$ cat src/rtl/uart_tx_fsm.sv
// UART transmit engine: start bit, DATA_BITS data bits LSB first, optional parity, STOP_BITS stop bits.
// Bit timing is derived from the shared OVERSAMPLE x baud 'sampling' strobe.
module uart_tx_fsm #(
  parameter int DATA_BITS  = 8,
  parameter int OVERSAMPLE = 16,
  parameter int PARITY_EN  = 0,
  parameter int PARITY_ODD = 0,
  parameter int STOP_BITS  = 1
) (
  input  logic                 clk,
  input  logic                 rst,
  input  logic                 sampling,
  input  logic                 i_tx_start,
  input  logic [DATA_BITS-1:0] i_tx_data,
  output logic                 o_tx_d,
  output logic                 o_tx_busy,
  output logic                 o_tx_complete
);

  localparam int                CNT_W       = $clog2(OVERSAMPLE);
  localparam logic [CNT_W-1:0]  SAMPLE_LAST = CNT_W'(OVERSAMPLE - 1);
  localparam logic [2:0]        DATA_LAST   = 3'(DATA_BITS - 1);
  localparam logic [2:0]        STOP_LAST   = 3'(STOP_BITS - 1);
  localparam logic              ODD_SEL     = (PARITY_ODD != 0) ? 1'b1 : 1'b0;

  typedef enum logic [2:0] {
    IDLE        = 3'd0,
    START_BIT   = 3'd1,
    DATA_BIT    = 3'd2,
    PARITY_BIT  = 3'd3,
    STOP_BIT    = 3'd4,
    TX_COMPLETE = 3'd5
  } state_t;

  // Even parity is the XOR of the word; odd parity inverts it.
  function automatic logic parity_f(input logic [DATA_BITS-1:0] data, input logic odd);
    parity_f = (^data) ^ odd;
  endfunction

  state_t               state_r, state_s;
  logic [DATA_BITS-1:0] shift_r, shift_s;
  logic [CNT_W-1:0]     sample_cnt_r, sample_cnt_s;
  logic [2:0]           bit_cnt_r, bit_cnt_s;
  logic                 parity_r, parity_s;
  logic                 tx_d_r, tx_d_s;
  logic                 busy_r, busy_s;
  logic                 complete_r, complete_s;
  logic                 tick_end_s;

  assign tick_end_s    = sampling && (sample_cnt_r == SAMPLE_LAST);
  assign o_tx_d        = tx_d_r;
  assign o_tx_busy     = busy_r;
  assign o_tx_complete = complete_r;

  // State, datapath and output registers
  always_ff @(posedge clk) begin
    if (rst) begin
      state_r      <= IDLE;
      shift_r      <= '0;
      sample_cnt_r <= '0;
      bit_cnt_r    <= 3'd0;
      parity_r     <= 1'b0;
      tx_d_r       <= 1'b1;
      busy_r       <= 1'b0;
      complete_r   <= 1'b0;
    end else begin
      state_r      <= state_s;
      shift_r      <= shift_s;
      sample_cnt_r <= sample_cnt_s;
      bit_cnt_r    <= bit_cnt_s;
      parity_r     <= parity_s;
      tx_d_r       <= tx_d_s;
      busy_r       <= busy_s;
      complete_r   <= complete_s;
    end
  end

  // Next-state and datapath update
  always_comb begin
    state_s   = state_r;
    shift_s   = shift_r;
    bit_cnt_s = bit_cnt_r;
    parity_s  = parity_r;

    // The counter runs only while a bit is on the line, so each frame starts from a clean phase.
    if ((state_r == IDLE) || (state_r == TX_COMPLETE)) begin
      sample_cnt_s = '0;
    end else if (tick_end_s) begin
      sample_cnt_s = '0;
    end else if (sampling) begin
      sample_cnt_s = sample_cnt_r + CNT_W'(1'b1);
    end else begin
      sample_cnt_s = sample_cnt_r;
    end

    case (state_r)
      IDLE: begin
        if (i_tx_start) begin
          shift_s   = i_tx_data;
          parity_s  = parity_f(i_tx_data, ODD_SEL);
          bit_cnt_s = 3'd0;
          state_s   = START_BIT;
        end else begin
          state_s   = IDLE;
        end
      end
      START_BIT: begin
        if (tick_end_s) begin
          state_s = DATA_BIT;
        end else begin
          state_s = START_BIT;
        end
      end
      DATA_BIT: begin
        if (tick_end_s) begin
          shift_s = {1'b0, shift_r[DATA_BITS-1:1]};
          if (bit_cnt_r == DATA_LAST) begin
            bit_cnt_s = 3'd0;
            state_s   = (PARITY_EN != 0) ? PARITY_BIT : STOP_BIT;
          end else begin
            bit_cnt_s = bit_cnt_r + 3'd1;
          end
        end else begin
          state_s = DATA_BIT;
        end
      end
      PARITY_BIT: begin
        if (tick_end_s) begin
          state_s = STOP_BIT;
        end else begin
          state_s = PARITY_BIT;
        end
      end
      STOP_BIT: begin
        // bit_cnt is reused here to count stop bits.
        if (tick_end_s) begin
          if (bit_cnt_r == STOP_LAST) begin
            bit_cnt_s = 3'd0;
            state_s   = TX_COMPLETE;
          end else begin
            bit_cnt_s = bit_cnt_r + 3'd1;
          end
        end else begin
          state_s = STOP_BIT;
        end
      end
      TX_COMPLETE: begin
        state_s = IDLE;
      end
      default: begin
        state_s = IDLE;
      end
    endcase
  end

  // Output values for the upcoming state, registered alongside it
  always_comb begin
    tx_d_s     = 1'b1;
    busy_s     = 1'b0;
    complete_s = 1'b0;
    case (state_s)
      IDLE: begin
        tx_d_s = 1'b1;
      end
      START_BIT: begin
        tx_d_s = 1'b0;
        busy_s = 1'b1;
      end
      DATA_BIT: begin
        tx_d_s = shift_s[0];
        busy_s = 1'b1;
      end
      PARITY_BIT: begin
        tx_d_s = parity_s;
        busy_s = 1'b1;
      end
      STOP_BIT: begin
        tx_d_s = 1'b1;
        busy_s = 1'b1;
      end
      TX_COMPLETE: begin
        tx_d_s     = 1'b1;
        busy_s     = 1'b1;
        complete_s = 1'b1;
      end
      default: begin
        tx_d_s     = 1'b1;
        busy_s     = 1'b0;
        complete_s = 1'b0;
      end
    endcase
  end

endmodule
$ cat config.mk
export PLATFORM = sky130hd
export DESIGN_NAME = uart_tx_fsm
export DESIGN_NICKNAME = d
export VERILOG_FILES = /design/src/rtl/uart_tx_fsm.sv
export SDC_FILE = /design/constraint.sdc
export NUM_CORES = 1
export LEC_CHECK = 0
export BUFFER_PORTS_ARGS = -buffer_cell sky130_fd_sc_hd__buf_4
export CAP_MARGIN = 20
export CORE_MARGIN = 1.5
export CORE_UTILIZATION = 30
export CTS_CLUSTER_DIAMETER = 60
export DETAILED_ROUTE_END_ITERATION = 8
export GPL_ROUTABILITY_DRIVEN = 0
export GPL_TIMING_DRIVEN = 0
export PLACE_DENSITY = 0.5
export SYNTH_ARGS = -nofsm -noshare
export SYNTH_HDL_FRONTEND = slang
export SYNTH_SLANG_ARGS = --single-unit
$ cat constraint.sdc
create_clock -name clk -period 2.32 [get_ports clk]
set_input_delay 0.232 -clock clk [delete_from_list [all_inputs] [get_ports clk]]
set_output_delay 0.232 -clock clk [all_outputs]
set_load 0.1 [all_outputs]
==> flow_summary.json <==
{
  "grt_first_pass_wirelength_um": 3680,
  "p_leak_nw": 0.506,
  "number_of_antenna_violations_at_the_first_check_in_global_routing": 0,
  "layout.cells.most_common": "sky130_fd_sc_hd__dfxtp_1",
  "fmax_mhz": 497,
  "initial_utilization": 0.318,
  "port_buffers": 14,
  "irDropWorstVdd_mv": 0.292,
  "clock-root-buffer": "sky130_fd_sc_hd__clkbuf_4",
  "critical_path.startpoint_type": "register",
  "number_of_storage_elements_in_the_synthesis_netlist": 22,
  "yosys_warnings": 0,
  "timing_worst_slew_pin_value_ps": 548,
  "die-width_um": 63.2,
  "fraction_of_final_layout_cells_with_drive_strength_greater_than_1": 0.212,
  "placeableCoreArea_sq_um": 3420,
  "tritoncts.num_buffers": 3,
  "dr.first_iter.drc_count": 43,
  "finalWorstSetupSlack_ps": 307,
  "drc_errors": 0,
  "clock_insertion_delay_worst_skew_ps": 310,
  "nets": 149,
  "critPathSlowestCell": "sky130_fd_sc_hd__nor3_2",
  "path_buf_inv": 0,
  "layout_min_cycle_time_ps": 2010,
  "cts_hold_buffers": 0,
  "number_of_global_route_vias_before_repair": 846,
  "rsz0062_at_grt": "false",
  "synth_fp_nets": 130,
  "end_kind": "register",
  "die_h_um": 63.2,
  "preCtsSetupSlack_ps": 335,
  "synth.top_cell.area_share": 0.406,
  "hold_class": "in2reg",
  "die_area_sq_um": 3990,
  "postCtsResizedCells": 0,
  "syn-cell-area_sq_um": 1090,
  "fin_tns_setup_ps": 0,
  "finalCritPeriodShare": 0.868,
  "netlist-cell-type-count": 40,
  "drv_cap": 0,
  "dr.pass1.iters": 4,
  "global_route.usage.total": 0.115,
  "drt-wirelength-per-cell_um": 11.9,
  "vias_per_cell": 4.94,
  "netlist.top_cell.by_area": "sky130_fd_sc_hd__dfxtp_1",
  "synthesis.instances": 114,
  "post_route_wl_um": 2130,
  "crit_path_max_fanout": 8,
  "synth_area_leaders": "sky130_fd_sc_hd__dfxtp_1, sky130_fd_sc_hd__nor2_1, sky130_fd_sc_hd__xnor2_1, sky130_fd_sc_hd__a222oi_1, sky130_fd_sc_hd__ha_1",
  "vias": 880,
  "path_depth": 6,
  "crit_chain": "ha_1 -> nand4_1 -> nor3_2 -> nor3b_1 -> a221oi_1 -> o2111ai_1",
  "critPathKind": "reg2reg",
  "clockBufferDepth": 2,
  "synth_sequential_area_ratio": 0.406,
  "placement_rows": 21,
  "cts-htree-levels": 1,
  "antennaDiodeCount": 0,
  "clkSlewWorstSetupHoldPaths_ps": 120,
  "post_synth.cell_area_avg_sq_um": 9.53,
  "fin_skew_ps": 3.06,
  "power_density_nw_per_um2": 636,
  "critical-path-max-stage-delay_ps": 510,
  "required_ps": 2520,
  "area_growth_pct": 19.8,
  "finalHoldViolations": 0,
  "clock-sinks": 22,
  "synth-main-ff-cell": "sky130_fd_sc_hd__dfxtp_1",
  "dpl.hpwl_um": 1600,
  "post-cts-setup-buffers": 0,
  "grt_overflow": 0,
  "ant_nets": 0,
  "report.final.setup_viol": 0,
  "synth_edf_count": 0,
  "whs_path_depth": 3,
  "slew_violations": 0,
  "tritoncts": "built",
  "worst_path_arrival_ps": 2210,
  "timing.reg2reg.worst_path_depth": 6,
  "layout.cells.most_common_list": "sky130_fd_sc_hd__dfxtp_1, sky130_fd_sc_hd__nor2_1, sky130_fd_sc_hd__buf_4",
  "async_flop_share": 0,
  "pin_count_of_the_biggest_net_entering_global_routing": 14,
  "slew_headroom": 0.630,
  "critPathTopFamily": "simple AND/OR/NAND/NOR gates",
  "status": "complete, no violations",
  "ioPinCount": 15
}
==> per-stage QoR <==
| step | std cells | hold slack [ps] | instance area [sq um] | utilization | power [W] |
|---|---|---|---|---|---|
| global route | 178 | 174 | 1300 | 0.381 | 0.000869 |
| finish | 178 | 167 | 1300 | 0.381 | 0.000828 |
| floorplan | 114 | 378 | 1090 | - | 0.000506 |
| CTS | 178 | 153 | 1300 | 0.381 | 0.000844 |
| global placement | 174 | 487 | 1250 | 0.366 | 0.000543 |
| detailed placement | 174 | 494 | 1250 | 0.366 | 0.000544 |
==> power breakdown <==
group | switching [W] | leakage [nW] | internal [W]
registers | 0.00000688 | 0.180 | 0.000394
logic | 0.0000760 | 0.298 | 0.0000573
clock network | 0.000119 | 0.0279 | 0.000175
total | 0.000201 | 0.506 | 0.000626
==> state kept, by name, summed over array words and instances (netlist names) <==
register and count:
o_tx_complete 1, bit_cnt_r 3, state_r 3, o_tx_busy 1, shift_r 8, sample_cnt_r 4
o_tx_d 1, parity_r 1
==> metal layers <==
metal  share of wire  track usage  up-vias
li1                -            -      449
met4          0.0085       0.0500        0
met1            0.48        0.136      419
met3           0.037       0.0286        2
met2            0.48        0.195       10
met5               0            0        -
==> final timing paths <==
kind	startpoint	endpoint	slack, ps
min	i_tx_data[6]	shift_r[6]$_SDFFE_PP0P_	170
max reg2reg	sample_cnt_r[0]$_SDFFE_PP0P_	o_tx_d$_SDFF_PP1_	310
min reg2reg	shift_r[3]$_SDFFE_PP0P_	shift_r[3]$_SDFFE_PP0P_	510
max	sample_cnt_r[0]$_SDFFE_PP0P_	o_tx_d$_SDFF_PP1_	310
==> kinds of logic after synthesis <==
| family | Yosys count | synth area share |
|---|---|---|
| AO/OA/AOI/OAI | 23 | 0.175 |
| XOR/XNOR | 11 | 0.0887 |
| adder cells (fa/ha/maj) | 4 | 0.0461 |
| buffers and inverters | 11 | 0.0622 |
| flip-flops | 22 | 0.406 |
| multiplexers | 3 | 0.0277 |
| AND/OR/NAND/NOR | 40 | 0.195 |
==> area by class of cell <==
type | instances | area, sq um
fillers | 365 | 2110
multi-input cells | 81 | 578
flip-flops and latches | 22 | 440
repair buffers | 14 | 105
well taps | 46 | 57.6
plain buffers | 7 | 50.0
clock inverters | 1 | 30.0
clock buffers | 3 | 22.5
inverters | 4 | 17.5
==> worst reg2reg max path, delay by kind of cell, from the launching register on <==
family / cells / cell delay (ps)
AOI/OAI and AO/OA: 2 / 450
adders and majority gates: 1 / 200
DFF: 1 / 390
and+or+nand+nor: 3 / 860
==> synth_stat cells, drive strengths merged, types with 3 or more instances <==
| cell type | number |
|---|---|
| mux2i | 3 |
| ha | 4 |
| dfxtp | 22 |
| nor2 | 19 |
| a222oi | 6 |
| nand2 | 3 |
| nor3 | 3 |
| or3 | 3 |
| xnor2 | 8 |
| inv | 4 |
| xor2 | 3 |
| clkbuf | 3 |
| buf | 4 |
Note: power is estimated with default switching activity, not from simulation.
